===== config.mk =====
export PLATFORM = sky130hd
export DESIGN_NAME = seq_feeder
export DESIGN_NICKNAME = d
export VERILOG_FILES = /design/src/rtl/seq_pkg.sv /design/src/rtl/sym_counter.sv /design/src/rtl/seq_feeder.sv
export SDC_FILE = /design/constraint.sdc
export NUM_CORES = 1
export LEC_CHECK = 0
export CORE_MARGIN = 2
export CORE_UTILIZATION = 52
export CTS_BUF_LIST = sky130_fd_sc_hd__clkbuf_8
export DETAILED_ROUTE_END_ITERATION = 16
export PLACE_DENSITY = 0.8
export SLEW_MARGIN = 40
export SYNTH_ARGS = -nofsm -noshare
export SYNTH_HDL_FRONTEND = slang
export SYNTH_SLANG_ARGS = --single-unit

===== constraint.sdc =====
create_clock -name clk -period 2.2 [get_ports clk]
set_clock_uncertainty 0.05 [all_clocks]
set_input_delay 0.44 -clock clk [delete_from_list [all_inputs] [get_ports clk]]
set_output_delay 0.44 -clock clk [all_outputs]
set_load 0.01 [all_outputs]

===== src/rtl/seq_pkg.sv =====
`timescale 1ns/1ps
`default_nettype none
// ============================================================================
//  Module      : seq_pkg
//  Description : Shared constants, state encoding and helpers for the
//                symbol sequence feeder (seq_feeder / sym_counter).
//  Revision    : 1.0  initial release
// ============================================================================
package seq_pkg;

   // Width of one emitted symbol; matches the downstream FSM input `a`.
   localparam int SYM_W = 2;

   // Default stored pattern width (must be a multiple of SYM_W).
   localparam int PAT_W_DEFAULT = 18;

   // Width of the length and index fields.
   localparam int LEN_W = 5;

   // Feeder state encoding.
   typedef enum logic [1:0] {
      IDLE = 2'b00,
      RUN  = 2'b01,
      DONE = 2'b10
   } state_e;

   // Saturate a requested symbol count to the number of symbols the pattern holds.
   function automatic logic [LEN_W-1:0] clamp_len(
      input logic [LEN_W-1:0] len,
      input logic [LEN_W-1:0] max_sym
   );
      return (len > max_sym) ? max_sym : len;
   endfunction

endpackage : seq_pkg
`default_nettype wire


===== src/rtl/sym_counter.sv =====
`timescale 1ns/1ps
`default_nettype none
// ============================================================================
//  Module      : sym_counter
//  Description : Symbol index counter. Increments on every accepted symbol,
//                wraps to zero after the last symbol of the stored length and
//                flags the last symbol with a full-width compare.
//  Revision    : 1.0  initial release
// ============================================================================
module sym_counter
   import seq_pkg::*;
#(
   parameter int MAX_SYM = 9
) (
   input  logic             clk,
   input  logic             rst_n,
   input  logic             clear_i,
   input  logic             advance_i,
   input  logic [LEN_W-1:0] len_i,
   output logic [LEN_W-1:0] idx_o,
   output logic             last_o
);

   // Highest index the pattern can ever hold; acts as a hard ceiling.
   localparam logic [LEN_W-1:0] TOP_IDX = LEN_W'(MAX_SYM - 1);

   logic [LEN_W-1:0] idx_q;
   logic [LEN_W-1:0] idx_d;
   logic             at_top;

   // Last-symbol detect at the full index width (length is never 0 while counting).
   assign last_o = (idx_q == (len_i - LEN_W'(1)));
   assign at_top = (idx_q == TOP_IDX);
   assign idx_o  = idx_q;

   // Next index: clear dominates, otherwise step on each accepted symbol.
   always_comb begin
      idx_d = idx_q;
      if (clear_i) begin
         idx_d = '0;
      end else if (advance_i) begin
         if (last_o || at_top) begin
            idx_d = '0;
         end else begin
            idx_d = idx_q + LEN_W'(1);
         end
      end
   end

   // Index register.
   always_ff @(posedge clk or negedge rst_n) begin
      if (!rst_n) begin
         idx_q <= '0;
      end else begin
         idx_q <= idx_d;
      end
   end

endmodule : sym_counter
`default_nettype wire


===== src/rtl/seq_feeder.sv =====
`timescale 1ns/1ps
`default_nettype none
// ============================================================================
//  Module      : seq_feeder
//  Description : Stores a symbol pattern and length, then streams the symbols
//                LSB-first onto `a` with a valid/ready handshake. Supports
//                looping, abort, and a one-cycle completion pulse.
//  Revision    : 1.0  initial release
// ============================================================================
module seq_feeder
   import seq_pkg::*;
#(
   parameter int PAT_W = PAT_W_DEFAULT
) (
   input  logic             clk,
   input  logic             reset,
   input  logic             load,
   input  logic [PAT_W-1:0] pattern_in,
   input  logic [4:0]       len_in,
   input  logic             start,
   input  logic             loop,
   input  logic             abort,
   input  logic             a_ready,
   output logic [SYM_W-1:0] a,
   output logic             a_valid,
   output logic             busy,
   output logic             done,
   output logic [4:0]       sym_idx
);

   // Number of symbols the pattern register holds.
   localparam int               MAX_SYM   = PAT_W / SYM_W;
   localparam logic [LEN_W-1:0] MAX_SYM_L = LEN_W'(MAX_SYM);

   state_e           state_q;
   state_e           state_d;
   logic [PAT_W-1:0] pattern_q;
   logic [PAT_W-1:0] pattern_d;
   logic [LEN_W-1:0] len_q;
   logic [LEN_W-1:0] len_d;
   // Completion pulse for a zero-length start, raised while staying in IDLE.
   logic             zdone_q;
   logic             zdone_d;

   logic             in_run;
   logic             xfer;
   logic [LEN_W-1:0] len_in_sat;
   logic [LEN_W-1:0] start_len;
   logic             cnt_clear;
   logic             cnt_advance;
   logic [LEN_W-1:0] cnt_idx;
   logic             cnt_last;
   logic [SYM_W-1:0] sym_sel;

   assign in_run     = (state_q == RUN);
   assign xfer       = in_run && a_ready;
   assign len_in_sat = clamp_len(len_in, MAX_SYM_L);
   // A load in the same cycle as start takes effect for that start.
   assign start_len  = load ? len_in_sat : len_q;

   // The counter is held at zero outside RUN and on abort, so every run starts at symbol 0.
   assign cnt_clear   = !in_run || abort;
   assign cnt_advance = xfer && !abort;

   sym_counter #(
      .MAX_SYM (MAX_SYM)
   ) u_sym_counter (
      .clk       (clk),
      .rst_n     (reset),
      .clear_i   (cnt_clear),
      .advance_i (cnt_advance),
      .len_i     (len_q),
      .idx_o     (cnt_idx),
      .last_o    (cnt_last)
   );

   // Next-state logic: abort wins over everything, load/start only act in IDLE.
   always_comb begin
      state_d   = state_q;
      pattern_d = pattern_q;
      len_d     = len_q;
      zdone_d   = 1'b0;
      if (abort) begin
         state_d = IDLE;
      end else begin
         case (state_q)
            IDLE: begin
               if (load) begin
                  pattern_d = pattern_in;
                  len_d     = len_in_sat;
               end
               if (start) begin
                  if (start_len != '0) begin
                     state_d = RUN;
                  end else begin
                     zdone_d = 1'b1;
                  end
               end
            end
            RUN: begin
               if (xfer && cnt_last && !loop) begin
                  state_d = DONE;
               end
            end
            DONE: begin
               state_d = IDLE;
            end
            default: begin
               state_d = IDLE;
            end
         endcase
      end
   end

   // State, pattern and length registers.
   always_ff @(posedge clk or negedge reset) begin
      if (!reset) begin
         state_q   <= IDLE;
         pattern_q <= '0;
         len_q     <= '0;
         zdone_q   <= 1'b0;
      end else begin
         state_q   <= state_d;
         pattern_q <= pattern_d;
         len_q     <= len_d;
         zdone_q   <= zdone_d;
      end
   end

   // Symbol select: a plain mux over the registered pattern, indexed by the counter.
   always_comb begin
      sym_sel = '0;
      for (int i = 0; i < MAX_SYM; i++) begin
         if (cnt_idx == LEN_W'(i)) begin
            sym_sel = pattern_q[SYM_W*i +: SYM_W];
         end
      end
   end

   // Outputs are gated by RUN so they drop as soon as the state register resets.
   always_comb begin
      a       = in_run ? sym_sel : '0;
      a_valid = in_run;
      busy    = in_run;
      sym_idx = in_run ? cnt_idx : '0;
      done    = (state_q == DONE) || zdone_q;
   end

endmodule : seq_feeder
`default_nettype wire


=== Word-level counts from Yosys, hierarchy flattened ===
Cells that the tools add are included.

* Add/subtract/negate cells: 2
* Order comparisons: 1
* Equal/unequal tests: 14
* Mux-type cells: 25
* Bitwise logic cells: 1
* Reduce and logical (&&, ||, !) cells: 17

{| class="wikitable"
|+ Operator list
! cell !! number
|-
| $mux 5 || 6
|-
| $mux 2 || 14
|-
| $eq 5x3->1 const B || 4
|-
| $eq 5x2->1 const B || 2
|-
| $ne 3x3->1 const B || 2
|-
| $reduce_and 3->1 || 2
|-
| $add 5x1->5 const B || 1
|-
| $eq 5x1->1 const B || 1
|-
| $eq 5x4->1 const B || 1
|-
| $eq 5x5->1 || 1
|-
| $gt 5x4->1 const B || 1
|-
| $logic_not 5->1 || 1
|-
| $reduce_bool 5->1 || 1
|-
| $sub 5x1->5 const B || 1
|-
| $logic_and 1x1->1 || 4
|-
| $mux 1 || 4
|-
| $pmux 2 s2 || 1
|-
| $logic_not 1->1 || 3
|-
| $logic_or 1x1->1 || 3
|-
| $ne 3x2->1 const B || 1
|-
| $eq 2x1->1 const B || 1
|-
| $eq 2x2->1 const B || 1
|-
| $logic_not 2->1 || 1
|-
| $reduce_and 2->1 || 1
|-
| 2 further kinds || 2
|}

* Register bits after elaboration: 31
* Output and inout bits: 10
* Logic and storage cells: 65

=== Depth between registers and ports, before layout ===
Gate-level depths: netlist of run 1.

* Depth after elaboration: 11
* Gate-level depth with buffers: 8
* Gate-level depth less buffers: 7

=== Cells and area by module ===
Synthesis of run 1 repeated with hierarchy kept, for this count alone.

* Cell total of the unflattened synthesis: 168
* Area total of the unflattened synthesis: 1755.4 um2

{| class="wikitable"
|+ Modules (own cells, without submodules)
! module !! times used !! cells an instance !! area each (um2) !! sequential area each (um2)
|-
| seq_feeder || 1 || 123 || 1332.5 || 650.6
|-
| sym_counter || 1 || 45 || 422.9 || 125.1
|}

=== Worst setup path after synthesis of run 1 ===
OpenSTA, ideal clock, no wires.

* Path kind: reg-to-output
* Start: register u_sym_counter.idx_q[0] (netlist: u_sym_counter.idx_o[0])
* End: output a[1]
* Data arrival time: 1.646 ns
* Setup slack: 0.064 ns
* Stages on the path, launching flop included: 8
* Path buffers: 1
* Path through: dfrtp_1 -> inv_1 -> ha_1 -> clkbuf_1 -> nor3b_1 -> o311ai_0 -> o221ai_1 -> a21oi_1

* Word-level cells in the longest chain between the ends: 11
* Elaborated cells on any way between the ends: 19
* Classes of those cells: eq/ne (8); mux (10); reduce/logical (1)

{| class="wikitable"
|+ Ends and longest elaborated chain
! element !! line !! text
|-
| start: declaration || sym_counter.sv:27 || <nowiki>logic [LEN_W-1:0] idx_q;</nowiki>
|-
| start signal: assignment || sym_counter.sv:55 || <nowiki>idx_q <= idx_d;</nowiki>
|-
| $logic_not 5->1 || seq_feeder.sv:134 || <nowiki>if (cnt_idx == LEN_W'(i)) begin</nowiki>
|-
| $mux 2 (8 in a row) || seq_feeder.sv:134 ||
|-
| $mux 2 * || seq_feeder.sv:134 ||
|-
| $mux 2 * || seq_feeder.sv:142 || <nowiki>a = in_run ? sym_sel : '0;</nowiki>
|-
| end: declaration || seq_feeder.sv:24 || <nowiki>output logic [SYM_W-1:0] a,</nowiki>
|}

Mark *: on every way between the ends. The rest lies on a longest branch, timed or not.

=== Worst setup path in the final report of run 1 ===
* Start: register u_sym_counter.idx_q[0] (netlist: u_sym_counter.idx_o[0])
* End: output a[0]

Same word-level chain as after synthesis.

==> impl_metrics.csv, run 1 <==
group,metric,value,unit
status,status,"complete, but fails checks",
status,violations,"negative setup slack",
synth,yosysUniqueCellTypes,50,
synth,synthCells,182,
grt,grt_pass1_vias,1752,
hold_path,hp-class,"flip-flop to flip-flop",
floorplan,dieArea,4000,sq um
synth,synth-main-ff-cell,"dfrtp_1",
setup_path,crit_path_end_kind,"primary output",
cells_and_area,finalNetCount,284,
synth,yosysWarnings,0,
sta,rsz0062_at_grt,"yes",
sta,fin_ws,-0.308,ns
grt,grt_max_degree,32,
setup_path,crit_path_max_fanout,4,
routing,remaining_drc_errors,0,
synth,avgSynthCellArea,10.0,sq um
cts,clk_pin_slew,0.07,ns
routing,num_vias,1751,
setup_path,arrival,2.02,ns
sta,maxSlewHeadroom,0.722,
grt,track_usage,0.273,
grt,antenna_found_initial,0,
synth,async_flop_share,1.00,
grt,grt_pass1_wl,8.29,mm
grt,grt-ovfl-total,0,
cts,h-tree-depth,2,
sta,hold_violations,0,
cells_and_area,n_antenna_cell,0,
cells_and_area,drive_gt1_frac,0.340,
sta,period_share,1.14,
sta,tightest_slew,0.417,ns
cts,clockRootBuffer,"clkbuf_8",
cts,worstSkewPairLatency,0.30,ns
sta,setup_viol,2,
floorplan,die_h,63.2,microns
place,numPortBuffers,39,
routing,wl_per_cell,18.6,microns
place,place_congestion,0.917,
setup_path,worstSetupPathType,"flip-flop to primary output",
place,dp.cells,283,
cells_and_area,fin_cells,296,
floorplan,io_pins,40,
sta,period_needed,2.51,ns
routing,vias_per_cell,5.92,
floorplan,row_count,21,
synth,ys_seq_area_frac,0.425,
synth,netlist_area,1820,sq um
pwr,power-per-cell-area,614,nW/um^2
synth,synth-edff-count,0,
sta,slew_viol_final,0,
setup_path,worstPathRequired,1.71,ns
pwr,peakVddDrop,688,uV
floorplan,core_area,3360,sq um
place,hpwlAfterDp,3.54,mm
routing,drt-total-wl,5.51,mm
synth,synth.net_count,217,
floorplan,initial_core_util,0.542,
routing,first_iter_violations,130,
place,pre_cts_ws,-0.361,ns
cts,cts_tree,"done",
routing,firstDrtPassIters,4,
cells_and_area,area_delta_synth_final,50.3,%
setup_path,startpoint_type,"flip-flop",
cts,holdBufCountCts,0,
cts,clkSinkCount,31,
sta,max_clock_freq,399,MHz
cts,cts_made_buffers,5,
synth,ys_ff_latch,31,
routing,drtAntennaViolNets,0,
floorplan,die_x,63.2,microns
run,cap_violations,0,
cts,clock_path_buffers,2,
pwr,p_leak,1.21,nW
## placed cells by master (no fill, tap or decap), drive strengths merged, types with 2 or more instances in the layout
master         count
dlygate4sd2        3
nor2              16
a21oi             13
xnor2              3
mux2              17
ha                 5
nor3               4
o21ai             10
clkbuf             6
a21o               2
xor2               2
dlymetal6s2s       2
clkdlybuf4s50     32
nor2b              7
o211ai             2
inv               10
dfrtp             31
and2               4
nand2              8
nand3              7
buf               33
nor4bb             3
or3                2
a221o              3
## routing by layer
layer	GRT usage	vias up	share of wire
met4	0.0788	0	0.027
met5	0	-	0
met2	0.500	98	0.52
met1	0.319	849	0.38
li1	-	789	-
met3	0.0589	15	0.068
## worst paths after layout
| kind | start | end | slack (ns) | depth (start not counted) |
|---|---|---|---|---|
| worst max-delay path | u_sym_counter.idx_o[0] | a[0] | -0.31 | 8 |
| worst min-delay path | pattern_q[5] | pattern_q[5] | 0.47 | 1 |
| worst max register to register | len_q[1] | u_sym_counter.idx_o[2] | 0.01 | 7 |
| worst min register to register | pattern_q[5] | pattern_q[5] | 0.47 | 1 |
| max in group asynchronous | reset | u_sym_counter.idx_o[0] | 1.30 | 2 |
| min in group asynchronous | reset | len_q[0] | 0.48 | 2 |
## state kept, by name (all words and copies together) (netlist names)
name / cells
u_sym_counter.idx_o: 5
pattern_q: 18
zdone_q: 1
len_q: 5
state_q: 2
## worst max-delay path, stage by stage (launching register included)
cell     delay [ns]
dfrtp_2        0.45
inv_4          0.11
ha_4           0.16
nand2_1        0.06
o21ai_0        0.25
a21oi_1        0.13
o32a_1         0.31
o21ai_1        0.11
buf_2          0.14
## cell usage after synthesis (all sizes together), types with 2 or more instances
master | count | area share
nor3 | 4 | 0.011
xnor2 | 3 | 0.019
dfrtp | 31 | 0.43
o211ai | 2 | 0.0082
xor2 | 2 | 0.0096
o21ai | 10 | 0.027
a21oi | 13 | 0.036
nand3 | 7 | 0.019
a221o | 3 | 0.016
nand2 | 8 | 0.016
nor4bb | 3 | 0.016
ha | 5 | 0.034
inv | 10 | 0.021
a21o | 2 | 0.0082
or3 | 2 | 0.0096
and2 | 4 | 0.014
nor2 | 16 | 0.033
clkbuf | 6 | 0.012
buf | 4 | 0.012
nor2b | 7 | 0.029
mux2 | 17 | 0.10
## logic make-up after synthesis
family | synth area share
fa+ha+maj | 0.0343
flops | 0.425
mux | 0.105
buf+inv | 0.0453
compound gates | 0.152
xor+xnor | 0.0281
simple gates | 0.211
## layout make-up
cell class,instances,area (sq um)
clock buffer,6,82.6
clock inverter,2,35.0
fill,206,622
inverter,10,42.5
multi-input combinational,131,1110
sequential,31,779
tap,46,57.6
timing repair buffer,70,634
## where the power goes
part / switching (W) / total, W / internal (W) / leakage [nW]
combinational: 0.000166 / 0.000377 / 0.000210 / 0.768
sequential: 0.0000639 / 0.000713 / 0.000650 / 0.379
clock: 0.000228 / 0.000594 / 0.000366 / 0.0612
## per-stage QoR
step                power, W  hold slack (ns)  instance area, sq um   util  TNS [ns]
floorplan           0.000889           0.0944                  1820      -         0
global placement     0.00103            0.445                  2430  0.724    -0.531
detailed placement   0.00105            0.451                  2430  0.724    -0.691
CTS                  0.00165            0.463                  2630  0.781    -0.357
global route         0.00176            0.488                  2740  0.815    -0.796
finish               0.00168            0.471                  2740  0.815    -0.459
## timing repair
item / CTS / global route
resized for setup: 27 / 22
setup buffers: 2 / 3
cloned: 0 / 0
endpoints found under the hold margin: 0 / 0
endpoints found under the setup margin: 7 / 8
pin swaps: 3 / 7
(Power assumes the default switching activity.)
==> run 2: changes to the inputs <==
--- a/config.mk
+++ b/config.mk
@@ -13,4 +13,5 @@
 export SLEW_MARGIN = 40
 export SYNTH_ARGS = -nofsm -noshare
 export SYNTH_HDL_FRONTEND = slang
+export SYNTH_HIERARCHICAL = 1
 export SYNTH_SLANG_ARGS = --single-unit
==> run 2 against run 1 <==
Net effect: the run still ends with negative setup slack left; via count decreased by 18%; routed wire length decreased by 32%; final area decreased by 14%; clock-buffer cell count decreased by 1; first-iteration DRC count decreased by 25%; die area decreased by 3.5%; area after synthesis decreased by 3.8%; global-route usage decreased by 6.4 points; worst hold slack got worse by 0.033 ns; core utilization decreased by 9.8 points; register-to-register slack improved by 0.07 ns; fmax increased by 13%; highest routed layer unchanged.
==> impl_metrics.csv, run 2 <==
group,metric,value,unit
setup_path,crit_path_max_fanout,3,
routing,vias_per_cell,5.44,
setup_path,worstSetupPathType,"flip-flop to primary output",
pwr,switching_share,0.281,
setup_path,r2r_slack,0.08,ns
synth,netlist_area,1760,sq um
setup_path,worstPathRequired,1.71,ns
pwr,p_leak,0.996,nW
place,place_congestion,0.793,
synth,yosysUniqueCellTypes,47,
floorplan,dieArea,3860,sq um
floorplan,initial_core_util,0.534,
setup_path,slowest_stage,"or4b_4",
sta,period_needed,2.22,ns
cells_and_area,finalNetCount,250,
cts,worstSkewPairLatency,0.28,ns
cells_and_area,drive_gt1_frac,0.142,
cts,clockRootBuffer,"clkbuf_8",
sta,hold_violations,0,
floorplan,die_x,62.1,microns
sta,holdWs,0.437,ns
status,violations,"negative setup slack",
synth,ys_ff_latch,31,
pwr,power_frac_comb,0.238,
sta,tightest_slew,0.413,ns
status,status,"complete, but fails checks",
routing,remaining_drc_errors,0,
sta,slew_viol_final,0,
synth,ys_seq_area_frac,0.442,
synth,avgSynthCellArea,10.4,sq um
place,hpwlAfterDp,2.79,mm
cells_and_area,n_antenna_cell,0,
sta,fin_ws,-0.0195,ns
grt,antenna_found_initial,0,
routing,drtAntennaViolNets,0,
routing,first_iter_violations,97,
setup_path,cp_top_family,"simple AND/OR/NAND/NOR gates",
sta,rsz0062_at_grt,"yes",
routing,firstDrtPassIters,4,
pwr,p_switching,0.000420,W
cts,cts_tree,"done",
cells_and_area,final_cell_mix,"clkdlybuf4s50_1, dfrtp_1, mux2_1",
pwr,p_int,0.00107,W
synth,yosysWarnings,6,
synth,synth_most_common_cell,"dfrtp_1",
sta,maxSlewHeadroom,0.718,
cts,clkSinkCount,31,
floorplan,die_h,62.1,microns
setup_path,startpoint_type,"flip-flop",
cells_and_area,largest_reg_flops,18,
setup_path,cp_slowest_stage_delay,0.58,ns
cells_and_area,regMostFlops,"pattern_q",
cells_and_area,layout_commonest_cell,"clkdlybuf4s50_1",
sta,setup_viol,1,
place,pre_cts_ws,-0.198,ns
synth,synth-main-ff-cell,"dfrtp_1",
floorplan,core_area,3280,sq um
cts,cts_made_buffers,5,
pwr,clkPwrFrac,0.275,
cts,clock_path_buffers,2,
synth,synth_top_area_share,0.442,
grt,grt-ovfl-total,0,
routing,num_vias,1435,
grt,grt_pass1_vias,1384,
synth,synthCells,168,
pwr,seqPwrFrac,0.487,
hold_path,hp-class,"flip-flop to flip-flop",
synth,synth_top_area_cell,"dfrtp_1",
cells_and_area,fillers,258,
grt,grt_pass1_wl,6.38,mm
sta,period_share,1.01,
synth,synth.area.top_cells,"dfrtp_1, mux2_1, mux2i_1, nor2_1, and2_1",
cts,clk_pin_slew,0.06,ns
setup_path,critical_path.cell_chain,"or4b_4 -> nor3b_4 -> a311oi_1 -> nor2_1 -> buf_2",
grt,grt_max_degree,32,
place,numPortBuffers,39,
setup_path,crit_buf_inv,1,
pwr,peakVddDrop,534,uV
floorplan,io_pins,40,
synth,synth_common_cells,"dfrtp_1, mux2_1, nor2_1",
floorplan,row_count,21,
synth,async_flop_share,1.00,
cts,h-tree-depth,2,
grt,track_usage,0.208,
routing,wl_per_cell,14.1,microns
synth,synth-edff-count,0,
synth,synth.net_count,201,
pwr,power-per-cell-area,634,nW/um^2
setup_path,arrival,1.73,ns
run,cap_violations,0,
routing,drt-total-wl,3.73,mm
cells_and_area,area_delta_synth_final,34.2,%
setup_path,crit_path_end_kind,"primary output",
sta,max_clock_freq,451,MHz
run 2: cell types whose count changed after synthesis, sizes merged, moves of 3 or more:
cell | previous run | this run
a21oi | 13 | 2
buf | 4 | 7
a221o | 3 | 0
nor2 | 16 | 13
and2 | 4 | 8
mux2i | 0 | 5
clkbuf | 6 | 0
nor2b | 7 | 3
nand2 | 8 | 5
run 2: layout make-up:
cell class	instances	area (sq um)	share of cell area
clock inverter	3	12.5	0.00531
tap	46	57.6	0.0244
sequential	31	776	0.329
multi-input combinational	118	928	0.394
inverter	12	45.0	0.0191
clock buffer	5	68.8	0.0292
timing repair buffer	49	468	0.199
run 2: per-layer routing:
| layer | wire [microns] | GRT usage | part of all wire |
|---|---|---|---|
| met1 | 1610 | 0.262 | 0.43 |
| met2 | 1890 | 0.351 | 0.51 |
| met3 | 166 | 0.0453 | 0.044 |
| met4 | 56 | 0.0861 | 0.015 |
| met5 | 0 | 0 | 0 |
run 2: final timing paths:
kind                                             start                endpoint  cells after the start
worst max-delay path            u_sym_counter/idx_o[2]                    a[1]                      5
worst min-delay path                      pattern_q[5]            pattern_q[5]                      1
worst max register to register  u_sym_counter/idx_o[2]  u_sym_counter/idx_o[2]                      6
worst min register to register            pattern_q[5]            pattern_q[5]                      1
max in group asynchronous                        reset           pattern_q[12]                      2
min in group asynchronous                        reset  u_sym_counter/idx_o[3]                      2
run 2: power by group through the flow:
| stage | clock (W) | sequential (W) | combinational, W |
|---|---|---|---|
| finish | 0.000410 | 0.000728 | 0.000356 |
| global route | 0.000450 | 0.000739 | 0.000393 |
| CTS | 0.000420 | 0.000724 | 0.000334 |
| detailed placement | 0 | 0.000735 | 0.000337 |
| global placement | 0 | 0.000730 | 0.000315 |
| floorplan | 0 | 0.000716 | 0.000201 |
run 2: metrics by stage:
step	utilization	cells	area [sq um]	TNS [ns]	total power, W
floorplan	-	168	1760	0	0.000917
global placement	0.678	254	2230	-0.253	0.00105
detailed placement	0.678	254	2230	-0.351	0.00107
CTS	0.701	262	2300	-0.137	0.00148
global route	0.717	264	2360	-0.201	0.00158
finish	0.717	264	2360	-0.0195	0.00149
run 2: cell families (layout without fill, tap and decap cells):
logic type,count (synthesis),after routing,synth area share
flops,31,31,0.442
compound gates,32,32,0.129
mux,23,23,0.144
simple gates,54,54,0.181
fa+ha+maj,3,3,0.0214
xor+xnor,6,6,0.0299
buf+inv,19,69,0.0527
run 2: what timing repair did:
| action | in CTS | in global routing |
|---|---|---|
| pin swaps | 4 | 1 |
| endpoints found under the setup margin | 2 | 10 |
| hold buffers | 0 | 0 |
| gates resized for setup | 10 | 5 |
| setup buffers | 0 | 2 |
